==> src/rtl/fifo_rr_arbiter_pkg.sv <==
// Shared types and the round-robin selection rule for the FIFO write-port arbiter.
package fifo_arb_pkg;

    typedef enum logic {
        ARB_IDLE  = 1'b0,
        ARB_GRANT = 1'b1
    } arb_state_t;

    localparam int RR_MAX_REQ = 32;

    // First set bit of v scanning p+1, p+2, ... mod n; p itself is visited last. -1 if v is empty.
    function automatic int rr_pick(input logic [RR_MAX_REQ-1:0] v, input int n, input int p);
        int idx;
        rr_pick = -1;
        for (int k = RR_MAX_REQ; k >= 1; k--) begin
            if (k <= n) begin
                idx = (p + k) % n;
                if (v[idx[4:0]]) rr_pick = idx;
            end
        end
    endfunction

endpackage

==> src/rtl/fifo_rr_arbiter_if.sv <==
// Requester-side and FIFO-side handshake bundle of the round-robin write-port arbiter.
interface fifo_rr_arbiter_if #(
    parameter int NUM_REQ    = 4,
    parameter int DATA_WIDTH = 8
);
    localparam int ID_WIDTH = $clog2(NUM_REQ);

    logic [NUM_REQ*DATA_WIDTH-1:0] req_data;
    logic [NUM_REQ-1:0]            req_valid;
    logic [NUM_REQ-1:0]            req_ready;
    logic [DATA_WIDTH-1:0]         out_data;
    logic [ID_WIDTH-1:0]           out_id;
    logic                          out_valid;
    logic                          out_ready;
    logic [ID_WIDTH-1:0]           grant_id;
    logic                          grant_valid;

    modport master (
        input  req_data, req_valid, out_ready,
        output req_ready, out_data, out_id, out_valid, grant_id, grant_valid
    );

    modport slave (
        output req_data, req_valid, out_ready,
        input  req_ready, out_data, out_id, out_valid, grant_id, grant_valid
    );
endinterface

==> src/rtl/fifo_rr_arbiter_picker.sv <==
// Round-robin priority picker: chooses the next requester after last_id, wrapping modulo NUM_REQ.
module rr_priority_picker
    import fifo_arb_pkg::*;
#(
    parameter int NUM_REQ = 4
) (
    input  logic [NUM_REQ-1:0]         req,
    input  logic [$clog2(NUM_REQ)-1:0] last_id,
    output logic [$clog2(NUM_REQ)-1:0] pick_id,
    output logic                       pick_valid
);
    localparam int ID_WIDTH = $clog2(NUM_REQ);

    logic [RR_MAX_REQ-1:0] req_ext;
    int                    pick;

    always_comb begin
        req_ext                = '0;
        req_ext[NUM_REQ-1:0]   = req;
        pick                   = rr_pick(req_ext, NUM_REQ, int'(last_id));
    end

    assign pick_valid = |req;
    assign pick_id    = ID_WIDTH'(pick);

endmodule

==> src/rtl/fifo_rr_arbiter.sv <==
// Round-robin, burst-locking arbiter sharing one valid-ready FIFO write port among NUM_REQ requesters.
// Define FIFO_ARB_OUT_REG_EN to put a 2-entry skid slice on out_data/out_id/out_valid.
module fifo_rr_arbiter
    import fifo_arb_pkg::*;
#(
    parameter int NUM_REQ    = 4,
    parameter int DATA_WIDTH = 8,
    parameter int MAX_BURST  = 16
) (
    input  logic                clk,
    input  logic                rst,
    input  logic                clear,
    fifo_rr_arbiter_if.master   bus
);
    localparam int ID_WIDTH  = $clog2(NUM_REQ);
    localparam int CNT_WIDTH = $clog2(MAX_BURST) + 1;

    arb_state_t            state_q, state_d;
    logic [ID_WIDTH-1:0]   grant_id_q, grant_id_d;
    logic [ID_WIDTH-1:0]   last_id_q, last_id_d;
    logic [CNT_WIDTH-1:0]  beat_cnt_q, beat_cnt_d;
    logic [ID_WIDTH-1:0]   pick_base, pick_id;
    logic                  pick_valid;
    logic                  granted, g_valid, accept, beat_xfer, last_beat, release_grant;
    logic [DATA_WIDTH-1:0] g_data;
    logic [NUM_REQ-1:0]    req_ready;

    assign granted       = (state_q == ARB_GRANT);
    assign g_valid       = bus.req_valid[grant_id_q];
    assign g_data        = bus.req_data[grant_id_q*DATA_WIDTH +: DATA_WIDTH];
    assign beat_xfer     = granted & g_valid & accept;
    assign last_beat     = (beat_cnt_q == CNT_WIDTH'(MAX_BURST - 1));
    assign release_grant = granted & ((beat_xfer & last_beat) | ~g_valid);
    // While granted, the owner is the round-robin base so a release regrants with no idle bubble.
    assign pick_base     = granted ? grant_id_q : last_id_q;

    rr_priority_picker #(.NUM_REQ(NUM_REQ)) u_picker (
        .req        (bus.req_valid),
        .last_id    (pick_base),
        .pick_id    (pick_id),
        .pick_valid (pick_valid)
    );

    always_comb begin
        state_d    = state_q;
        grant_id_d = grant_id_q;
        last_id_d  = last_id_q;
        beat_cnt_d = beat_cnt_q;
        if (clear) begin
            state_d    = ARB_IDLE;
            grant_id_d = '0;
            last_id_d  = ID_WIDTH'(NUM_REQ - 1);
            beat_cnt_d = '0;
        end else begin
            case (state_q)
                ARB_IDLE: begin
                    if (pick_valid) begin
                        state_d    = ARB_GRANT;
                        grant_id_d = pick_id;
                        beat_cnt_d = '0;
                    end
                end
                default: begin
                    if (release_grant) begin
                        last_id_d  = grant_id_q;
                        beat_cnt_d = '0;
                        if (pick_valid) grant_id_d = pick_id;
                        else            state_d    = ARB_IDLE;
                    end else if (beat_xfer) begin
                        beat_cnt_d = beat_cnt_q + CNT_WIDTH'(1);
                    end
                end
            endcase
        end
    end

    always_ff @(posedge clk or posedge rst) begin
        if (rst) begin
            state_q    <= ARB_IDLE;
            grant_id_q <= '0;
            last_id_q  <= ID_WIDTH'(NUM_REQ - 1);
            beat_cnt_q <= '0;
        end else begin
            state_q    <= state_d;
            grant_id_q <= grant_id_d;
            last_id_q  <= last_id_d;
            beat_cnt_q <= beat_cnt_d;
        end
    end

    always_comb begin
        req_ready = '0;
        if (granted) req_ready[grant_id_q] = accept;
    end

    assign bus.req_ready   = req_ready;
    assign bus.grant_id    = grant_id_q;
    assign bus.grant_valid = granted;

`ifdef FIFO_ARB_OUT_REG_EN
    logic [1:0]            slice_cnt_q, slice_cnt_d;
    logic [DATA_WIDTH-1:0] slot0_data_q, slot0_data_d, slot1_data_q, slot1_data_d;
    logic [ID_WIDTH-1:0]   slot0_id_q, slot0_id_d, slot1_id_q, slot1_id_d;
    logic                  slice_pop;

    assign accept    = (slice_cnt_q != 2'd2) & ~clear;
    assign slice_pop = (slice_cnt_q != 2'd0) & bus.out_ready & ~clear;

    // slot0 is always the head, so the outputs come straight from flops.
    always_comb begin
        slice_cnt_d  = slice_cnt_q;
        slot0_data_d = slot0_data_q;
        slot0_id_d   = slot0_id_q;
        slot1_data_d = slot1_data_q;
        slot1_id_d   = slot1_id_q;
        case ({beat_xfer, slice_pop})
            2'b10: begin
                if (slice_cnt_q == 2'd0) begin
                    slot0_data_d = g_data;
                    slot0_id_d   = grant_id_q;
                end else begin
                    slot1_data_d = g_data;
                    slot1_id_d   = grant_id_q;
                end
                slice_cnt_d = slice_cnt_q + 2'd1;
            end
            2'b01: begin
                slot0_data_d = slot1_data_q;
                slot0_id_d   = slot1_id_q;
                slice_cnt_d  = slice_cnt_q - 2'd1;
            end
            2'b11: begin
                slot0_data_d = g_data;
                slot0_id_d   = grant_id_q;
            end
            default: ;
        endcase
        if (clear) slice_cnt_d = 2'd0;
    end

    always_ff @(posedge clk or posedge rst) begin
        if (rst) begin
            slice_cnt_q  <= 2'd0;
            slot0_data_q <= '0;
            slot0_id_q   <= '0;
            slot1_data_q <= '0;
            slot1_id_q   <= '0;
        end else begin
            slice_cnt_q  <= slice_cnt_d;
            slot0_data_q <= slot0_data_d;
            slot0_id_q   <= slot0_id_d;
            slot1_data_q <= slot1_data_d;
            slot1_id_q   <= slot1_id_d;
        end
    end

    assign bus.out_valid = (slice_cnt_q != 2'd0) & ~clear;
    assign bus.out_data  = slot0_data_q;
    assign bus.out_id    = slot0_id_q;
`else
    assign accept        = bus.out_ready & ~clear;
    assign bus.out_valid = granted & g_valid & ~clear;
    assign bus.out_data  = granted ? g_data : '0;
    assign bus.out_id    = granted ? grant_id_q : '0;
`endif

endmodule

==> src/flat_wrapper.sv <==
// flat-port wrapper written by rule: the top's interface ports become plain ports
module fifo_rr_arbiter_flat import fifo_arb_pkg::*;
#(
    parameter int NUM_REQ    = 4,
    parameter int DATA_WIDTH = 8,
    parameter int MAX_BURST  = 16
)
  (clk, rst, clear, bus_req_data, bus_req_valid, bus_out_ready, bus_req_ready, bus_out_data, bus_out_id, bus_out_valid, bus_grant_id, bus_grant_valid);
  fifo_rr_arbiter_if #(.NUM_REQ(NUM_REQ), .DATA_WIDTH(DATA_WIDTH)) bus_i ();
  input  logic clk;
  input  logic rst;
  input  logic clear;
  input wire logic [$bits(bus_i.req_data)-1:0] bus_req_data;
  input wire logic [$bits(bus_i.req_valid)-1:0] bus_req_valid;
  input wire logic [$bits(bus_i.out_ready)-1:0] bus_out_ready;
  output wire logic [$bits(bus_i.req_ready)-1:0] bus_req_ready;
  output wire logic [$bits(bus_i.out_data)-1:0] bus_out_data;
  output wire logic [$bits(bus_i.out_id)-1:0] bus_out_id;
  output wire logic [$bits(bus_i.out_valid)-1:0] bus_out_valid;
  output wire logic [$bits(bus_i.grant_id)-1:0] bus_grant_id;
  output wire logic [$bits(bus_i.grant_valid)-1:0] bus_grant_valid;
  assign bus_i.req_data = bus_req_data;
  assign bus_i.req_valid = bus_req_valid;
  assign bus_i.out_ready = bus_out_ready;
  assign bus_req_ready = bus_i.req_ready;
  assign bus_out_data = bus_i.out_data;
  assign bus_out_id = bus_i.out_id;
  assign bus_out_valid = bus_i.out_valid;
  assign bus_grant_id = bus_i.grant_id;
  assign bus_grant_valid = bus_i.grant_valid;
  fifo_rr_arbiter #(.NUM_REQ(NUM_REQ), .DATA_WIDTH(DATA_WIDTH), .MAX_BURST(MAX_BURST)) u_core (.clk(clk), .rst(rst), .clear(clear), .bus(bus_i));
endmodule
==> config.mk <==
export PLATFORM = sky130hd
export DESIGN_NAME = fifo_rr_arbiter_flat
export DESIGN_NICKNAME = d
export VERILOG_FILES = /design/src/rtl/fifo_rr_arbiter_pkg.sv /design/src/rtl/fifo_rr_arbiter_if.sv /design/src/rtl/fifo_rr_arbiter_picker.sv /design/src/rtl/fifo_rr_arbiter.sv /design/src/flat_wrapper.sv
export SDC_FILE = /design/constraint.sdc
export NUM_CORES = 1
export LEC_CHECK = 0
export ABC_AREA = 1
export CAP_MARGIN = 20
export CORE_UTILIZATION = 34
export CTS_BUF_LIST = sky130_fd_sc_hd__clkbuf_4 sky130_fd_sc_hd__clkbuf_8 sky130_fd_sc_hd__clkbuf_16
export DETAILED_ROUTE_END_ITERATION = 8
export PLACE_DENSITY = 0.73
export RECOVER_POWER = 50
export SLEW_MARGIN = 20
export SYNTH_ARGS = -nofsm -noshare
export SYNTH_HDL_FRONTEND = slang
export SYNTH_SLANG_ARGS = --single-unit
==> constraint.sdc <==
create_clock -name clk -period 1.3 [get_ports clk]
set_input_delay 0.26 -clock clk [delete_from_list [all_inputs] [get_ports clk]]
set_output_delay 0.26 -clock clk [all_outputs]
set_load 0.02 [all_outputs]
==> impl_metrics.py <==
metrics = {
    "run_status": {
        "status": "finished with violations",
        "violations": "setup timing",
    },
    "layout": {
        "diodes": 0,
        "area_delta_synth_final_pct": 162,
        "regArea_sq_um": 256,
        "nets": 329,
        "fillers": 103,
        "final_common_cell": "buf_4",
        "design_area_sq_um": 2850,
        "final_cell_mix": "44 x buf_4, 36 x clkdlybuf4s50_1, 27 x buf_6",
        "multiInputGateArea_sq_um": 1220,
        "drive_above_1_share": 0.619,
        "fin_util": 0.933,
    },
    "die": {
        "num_rows": 20,
        "die_y_um": 58.6,
        "dieArea_sq_um": 3430,
        "core_sq_um": 3050,
        "die_x_um": 58.6,
        "start_util": 0.357,
        "ios": 58,
    },
    "sta": {
        "timing.final.crit_period_ns": 1.89,
        "rsz0062_at_grt": "true",
        "finalHoldViolations": 0,
        "slew-limit-headroom": 0.731,
        "layout_setup_ws_ns": -0.594,
        "fmax_mhz": 528,
        "finClkSkew_ns": 0.00135,
        "setup_violations": 28,
        "fin_crit_sh": 1.46,
        "slew_violations": 0,
        "worst_slew_pin_slew_ns": 0.403,
    },
    "grt": {
        "grt_max_degree": 11,
        "antenna_found_initial": 0,
        "overflow": 0,
        "first_global_vias": 1712,
        "grt_pass1_wl_um": 8140,
        "grtUsageTotal": 0.312,
    },
    "synthesis": {
        "synthAdderAreaFrac": 0.0230,
        "synth-xor-area-share": 0.00805,
        "netlist_area_sq_um": 1090,
        "synth.yosys.seq_area_share": 0.232,
        "synth_cells": 170,
        "yosys.area_share.simple": 0.455,
        "synth_area_per_cell_sq_um": 6.40,
        "synth_top_family_by_area": "simple AND/OR/NAND/NOR gates",
        "synth_compound_area_frac": 0.172,
        "ys_types": 27,
        "ys_ff_latch": 10,
        "syn-num-nets": 212,
        "muxShareOfSynthArea": 0,
        "synth_warnings": 0,
    },
    "routing": {
        "vias": 1938,
        "drt_iter0_markers": 248,
        "drt-pass1-iter-count": 4,
        "drc": 0,
        "wl_per_cell_um": 21.8,
        "drt-vias-per-instance": 5.87,
        "drt_wl_total_um": 7200,
        "final_antenna_net_count": 0,
    },
    "worst_setup_path": {
        "end_kind": "flip-flop",
        "crit_fanout": 8,
        "r2r-start": "u_core.bus.grant_id[0]",
        "r2r_slack_ns": -0.59,
        "critPathRequiredTime_ns": 1.44,
        "r2r-end": "u_core.bus.grant_id[0]",
        "reg2regPathDepth": 14,
        "worstPathArrival_ns": 2.04,
        "timing.critical_path.mode_cell": "nand2_1",
        "slowest_stage": "dfrtp_2",
        "start_kind": "flip-flop",
        "cp_slowest_stage_delay_ns": 0.51,
        "cp_cell_sequence": "buf_12, buf_12, nand2_8, nand2_8, inv_6, nand2_4, nand2_4, nand2_4, nand2_2, nand2_1, nand2_1, nand3_2, nand2_1, nand2_1",
        "path_class": "flip-flop to flip-flop",
    },
    "place": {
        "dp_slack_ns": -0.861,
        "hpwl_um": 3470,
        "gpl.final_weighted_congestion": 0.887,
        "io_buffers": 57,
        "place_area_sq_um": 2280,
    },
    "clock_network": {
        "cts_buffers": 3,
        "numClockSinks": 10,
        "path_clk_slew_ns": 0.07,
        "root_buffer": "clkbuf_4",
        "cts_tree": "built",
        "hold_buffers": 0,
        "htree_levels": 1,
        "insertion_delay_ns": 0.26,
        "cts_buffer_depth": 2,
    },
    "power_and_ir_drop": {
        "p_per_area_nw_per_um2": 1850,
        "ir_drop_mv": 1.58,
        "leakagePower_uw": 0.00123,
    },
    "worst_hold_path": {
        "hp-class": "input port to asynchronous set/reset pin",
    },
    "flow_run": {
        "max-cap-violations": 0,
    },
}
-- metal layers --
metal | GRT usage | vias to the layer above | wire length (um)
li1 | - | 817 | -
met3 | 0.0374 | 58 | 665
met1 | 0.401 | 907 | 2600
met4 | 0.0782 | 0 | 483
met5 | 0 | - | 0
met2 | 0.555 | 156 | 3450
-- how the worst max path moves through the flow --
stage,from,endpoint
final,u_core.bus.grant_id[0],u_core.bus.grant_id[0]
after global routing,u_core.bus.grant_id[0],u_core.bus.grant_id[0]
after CTS,u_core.bus.grant_id[0],bus_out_data[1]
after detailed placement,bus_req_valid[0],bus_out_valid
after global placement,bus_req_valid[0],bus_out_valid
after floorplan,u_core.bus.grant_valid,bus_req_ready[0]
-- critical path, delay by kind of cell, from the launching register on --
family                 cells  cell delay [ns]
AND/OR/NAND/NOR           11             0.88
flip-flops                 1             0.51
buffers and inverters      3             0.38
-- state kept, by name, indices dropped and copies added (netlist names) --
register and flops:
u_core.last_id_q 2, u_core.bus.grant_valid 1, u_core.beat_cnt_q 5, u_core.bus.grant_id 2
-- cells in the mapped netlist --
cell type | number | area, sq um
a21oi_1 | 2 | 10.0
a22oi_1 | 9 | 67.6
a31oi_1 | 8 | 50.1
buf_2 | 2 | 10.0
buf_6 | 1 | 11.3
clkbuf_1 | 3 | 11.3
dfrtp_1 | 8 | 200
dfstp_2 | 2 | 52.6
ha_1 | 2 | 25.0
inv_1 | 19 | 71.3
inv_2 | 4 | 15.0
nand2_1 | 39 | 146
nand2_2 | 5 | 31.3
nand2_4 | 3 | 33.8
nand3_1 | 29 | 145
nand3_2 | 2 | 20.0
nand3_4 | 1 | 17.5
nand3b_1 | 1 | 7.51
nand4_1 | 3 | 18.8
nor2_1 | 12 | 45.0
nor2_8 | 1 | 20.0
nor3_1 | 2 | 10.0
o211ai_1 | 1 | 7.51
o21ai_0 | 5 | 25.0
o21ai_1 | 3 | 15.0
o22ai_1 | 2 | 12.5
xor2_1 | 1 | 8.76
-- where the power goes --
part | internal, uW | switching, uW | total [uW]
combinational | 2100 | 2310 | 4410
clock | 170 | 119 | 289
sequential | 402 | 156 | 559
total | 2670 | 2590 | 5260
-- layout make-up --
type | instances | area share
multi-input cells | 131 | 0.429
repair buffers | 118 | 0.413
flip-flops and latches | 10 | 0.0900
inverters | 23 | 0.0365
well taps | 44 | 0.0193
clock buffers | 4 | 0.0127
-- per-stage QoR --
stage / total power (uW) / instances / setup TNS (ns) / hold WS [ns]
finish: 5260 / 330 / -10.87 / 0.423
global route: 5450 / 330 / -12.91 / 0.448
CTS: 4600 / 322 / -8.23 / 0.283
detailed placement: 3440 / 301 / -14.05 / 0.523
global placement: 3350 / 301 / -13.34 / 0.510
floorplan: 2360 / 170 / -2.05 / 0.0985
-- repair_timing --
action / CTS / global route
endpoints found under the setup margin: 27 / 27
pin swaps: 19 / 18
setup buffers: 18 / 11
resized for setup: 146 / 41
-- cells by family (layout without fill, tap and decap cells) --
family	Yosys count	after routing
AOI/OAI and AO/OA	30	30
xor gates and xnor gates	1	1
adders and majority gates	2	2
buffers and inverters	29	145
DFF	10	10
and+or+nand+nor	98	98
Note: power is estimated with default switching activity, not from simulation.
==> patch 1: new RTL, config.mk and constraints unchanged <==
`MAX_BURST` is set to 16 in 2 places; all go to 32.
--- a/src/rtl/fifo_rr_arbiter.sv
+++ b/src/rtl/fifo_rr_arbiter.sv
@@ -5,7 +5,7 @@
 #(
     parameter int NUM_REQ    = 4,
     parameter int DATA_WIDTH = 8,
-    parameter int MAX_BURST  = 16
+    parameter int MAX_BURST  = 32
 ) (
     input  logic                clk,
     input  logic                rst,
--- a/src/flat_wrapper.sv
+++ b/src/flat_wrapper.sv
@@ -3,7 +3,7 @@
 #(
     parameter int NUM_REQ    = 4,
     parameter int DATA_WIDTH = 8,
-    parameter int MAX_BURST  = 16
+    parameter int MAX_BURST  = 32
 )
   (clk, rst, clear, bus_req_data, bus_req_valid, bus_out_ready, bus_req_ready, bus_out_data, bus_out_id, bus_out_valid, bus_grant_id, bus_grant_valid);
   fifo_rr_arbiter_if #(.NUM_REQ(NUM_REQ), .DATA_WIDTH(DATA_WIDTH)) bus_i ();
Function: no difference found for any inputs over 10 cycles, from zero or initial values and one cycle with rst high; that may be too few to reach the edited logic, so the function may still have changed.
==> patch 1 against the original RTL <==
- the flow still finishes with violations (negative setup slack)
- final area decreased by 14%
- clock power fell by 8.0%
- worst setup slack better by 0.22 ns
- clock skew increased by 0.0047 ns
- worst hold slack is essentially flat
- first-iteration DRC count decreased by 77%
- count of clock-buffer cells in the layout did not move
- wire length down 36%
- total power fell by 30%
- via count down 16%
- sequential cell count increased by 1
- area after synthesis increased by 3.8%
- critical path type is now reg -> out
- critical endpoint is now bus_out_data[3]
- highest routed layer unchanged
==> patch 1: results (changes against the original RTL) <==
metric	value	unit	change
outcome	complete, but fails checks		unchanged
violations	negative setup slack		unchanged
grt_pass1_vias	1544		was 1712
place_ws	-0.782	ns	was -0.861 ns
grt_max_degree	21		was 11
hpwl	3430	um	was 3470 um
cp.required	1.04	ns	was 1.44 ns
drive_gt1_share	50.0	%	was 61.9%
syn_nets	215		was 212
synth_fa_ha_area_share	1.11	%	was 2.30%
synth_area_leaders	dfrtp_1 (20%), nand3_1 (14%), nand2_1 (13%), inv_1 (6.6%), a22oi_1 (5.3%)		was dfrtp_1 (18%), nand2_1 (13%), nand3_1 (13%), inv_1 (6.6%), a22oi_1 (6.2%)
setup_viol	26		was 28
yosysSeqAreaShare	24.6	%	was 23.2%
synth.avg_cell_area	6.49	um^2	was 6.40 um^2
nNetsFinal	312		was 329
dpl_cell_area	0.00219	mm^2	was 0.00228 mm^2
fin_skew	0.00602	ns	was 0.00135 ns
via_per_inst	5.17		was 5.87
wire_per_inst	14.6	um	was 21.8 um
ys_types	30		was 27
leakage	1.09	nW	was 1.23 nW
gp_congestion	0.829		was 0.887
ir_drop	1200	uV	was 1580 uV
cts_setup_buffers	3		was 18
grt_pass1_wl	6670	um	was 8140 um
vias	1623		was 1938
r2r_cells	12		was 14
pg_seq	0.000487	W	was 0.000559 W
cts_resized	125		was 146
synth-xor-area-share	1.55	%	was 0.805%
crit_path_end	bus_out_data[3]		was u_core.bus.grant_id[0]$_DFFE_PP0P_
grt_usage	24.4	%	was 31.2%
drtIter0Drc	56		was 248
fillers	215		was 103
fin_tns_setup	-7.34	ns	was -10.87 ns
slew_headroom	71.5	%	was 73.1%
rrSetupSlack	-0.37	ns	was -0.59 ns
largest_reg_flops	6		was 5
worst_slack	-0.375	ns	was -0.594 ns
synth_mux_area_share	0.886	%	was 0%
crit_path_max_incr_delay	0.45	ns	was 0.51 ns
hold_ws	0.422	ns	was 0.423 ns
patch 1: cell types whose count changed in the layout (fill, tap and decap cells not counted), sizes merged, moves of 2 or more:
cell	change
a21oi	+3
buf	-21
nand4	-2
nor2	-4
o21ai	+5
o22ai	-2
xnor2	+2
patch 1: cell families (layout without fill, tap and decap cells):
kind of cell,Yosys count,count (layout)
AOI/OAI and AO/OA,35,35
xor gates and xnor gates,2,2
adders and majority gates,1,1
buffers and inverters,29,125
DFF,11,11
muxes,1,1
and+or+nand+nor,95,95
patch 1: final cells by class:
class                   count  area [um^2]  share of cell area [%]
multi-input cells         134         1040                    42.7
repair buffers             97          916                    37.5
flip-flops and latches     11          282                    11.5
inverters                  24          115                    4.72
well taps                  44         55.1                    2.26
clock buffers               4         30.0                    1.23
patch 1: metal layers:
layer / share of wire [%] / routed length (um) / GRT usage (%)
met1: 38 / 1730 / 28.6
met2: 53 / 2450 / 47.3
met3: 7.9 / 365 / 2.84
met4: 1.2 / 53 / 4.32
met5: 0 / 0 / 0
==> patch 2: new RTL, config.mk and constraints unchanged <==
Without the edit above. One comparison of `beat_cnt_q` changes from == to >=.
--- a/src/rtl/fifo_rr_arbiter.sv
+++ b/src/rtl/fifo_rr_arbiter.sv
@@ -29,7 +29,7 @@
     assign g_valid       = bus.req_valid[grant_id_q];
     assign g_data        = bus.req_data[grant_id_q*DATA_WIDTH +: DATA_WIDTH];
     assign beat_xfer     = granted & g_valid & accept;
-    assign last_beat     = (beat_cnt_q == CNT_WIDTH'(MAX_BURST - 1));
+    assign last_beat     = (beat_cnt_q >= CNT_WIDTH'(MAX_BURST - 1));
     assign release_grant = granted & ((beat_xfer & last_beat) | ~g_valid);
     // While granted, the owner is the round-robin base so a release regrants with no idle bubble.
     assign pick_base     = granted ? grant_id_q : last_id_q;
Formal check against the unedited RTL: no difference found for any inputs over 10 cycles, from zero or initial values and one cycle with rst high; that may be too few to reach the edited logic, so the function may still have changed.
==> patch 2 against the original RTL <==
- first-iteration DRC count down 63%
- worst setup slack improved by 0.090 ns
- global-route usage down 3.7 points
- sequential cell count unchanged
- area after synthesis rose by 9.9%
- wire length decreased by 17%
- critical endpoint is now u_core.bus.grant_id[1]$_DFFE_PP0P_
- largest cell class unchanged
- clock power decreased by 9.0%
- final area shrank 3.4%
- total power is 15% lower
- the run still ends with negative setup slack left
==> patch 2: results (changes against the original RTL) <==
metric	value	unit	change
outcome	complete, but fails checks		unchanged
violations	negative setup slack		unchanged
setup_viol	26		was 28
hpwl	3270	um	was 3470 um
fin_skew	0.00537	ns	was 0.00135 ns
arrival	1.98	ns	was 2.04 ns
worst_slew_pin_slew	0.426	ns	was 0.403 ns
fin_tns_setup	-9.34	ns	was -10.87 ns
syn-instance-count	187		was 170
dr.pass1.iters	5		was 4
r2r_start	u_core.beat_cnt_q[0]$_DFFE_PP0P_		was u_core.bus.grant_id[0]$_DFFE_PP0P_
pwr-share-comb	83.3	%	was 83.9%
ys_top_cells_by_count	nand2_1 (44), nand3_1 (34), inv_1 (23)		was nand2_1 (39), nand3_1 (29), inv_1 (19)
final_cells	335		was 330
place_inst	313		was 301
cpMaxStageDelayCell	dfrtp_1		was dfrtp_2
synth_area_leaders	dfrtp_1 (17%), nand3_1 (14%), nand2_1 (14%), inv_1 (7.2%), a22oi_1 (5.0%)		was dfrtp_1 (18%), nand2_1 (13%), nand3_1 (13%), inv_1 (6.6%), a22oi_1 (6.2%)
grt_pass1_wl	7560	um	was 8140 um
r2r_cells	12		was 14
synth-xor-area-share	0.732	%	was 0.805%
ir_drop	946	uV	was 1580 uV
clkLatencyLatePin	0.28	ns	was 0.26 ns
comb-power	0.00374	W	was 0.00441 W
seq_power_share	10.8	%	was 10.6%
place_ws	-0.792	ns	was -0.861 ns
vias	1804		was 1938
worst_slack	-0.505	ns	was -0.594 ns
hold_ws	0.396	ns	was 0.423 ns
-- patch 2: timing repair --
item | CTS | global route
setup endpoints to repair | 27 | 27
gates resized for setup | 133 | 56
gates cloned | 2 | 0
setup buffers | 12 | 7
pin swaps | 8 | 23
-- patch 2: layout make-up --
class	count	area, um^2	area share (%)
sequential	10	256	9.32
clock buffer	4	30.0	1.09
inverter	27	126	4.59
tap	46	57.6	2.09
multi-input combinational	144	1270	46.1
timing repair buffer	104	1010	36.8
-- patch 2: per-layer routing --
layer  global-route usage (%)  vias to the layer above  part of all wire, %
met5                        0                        -                    0
met4                     6.17                        0                  3.5
met3                     8.19                       20                  9.9
met2                     50.5                      103                   51
met1                     31.1                      843                   35
li1                         -                      838                    -
-- patch 2: worst max-delay path: cells and delay by family (launching register included) --
kind | cells | cell delay (ns)
adders and majority gates | 2 | 0.35
DFF | 1 | 0.40
buffers and inverters | 1 | 0.05
and+or+nand+nor | 9 | 0.90
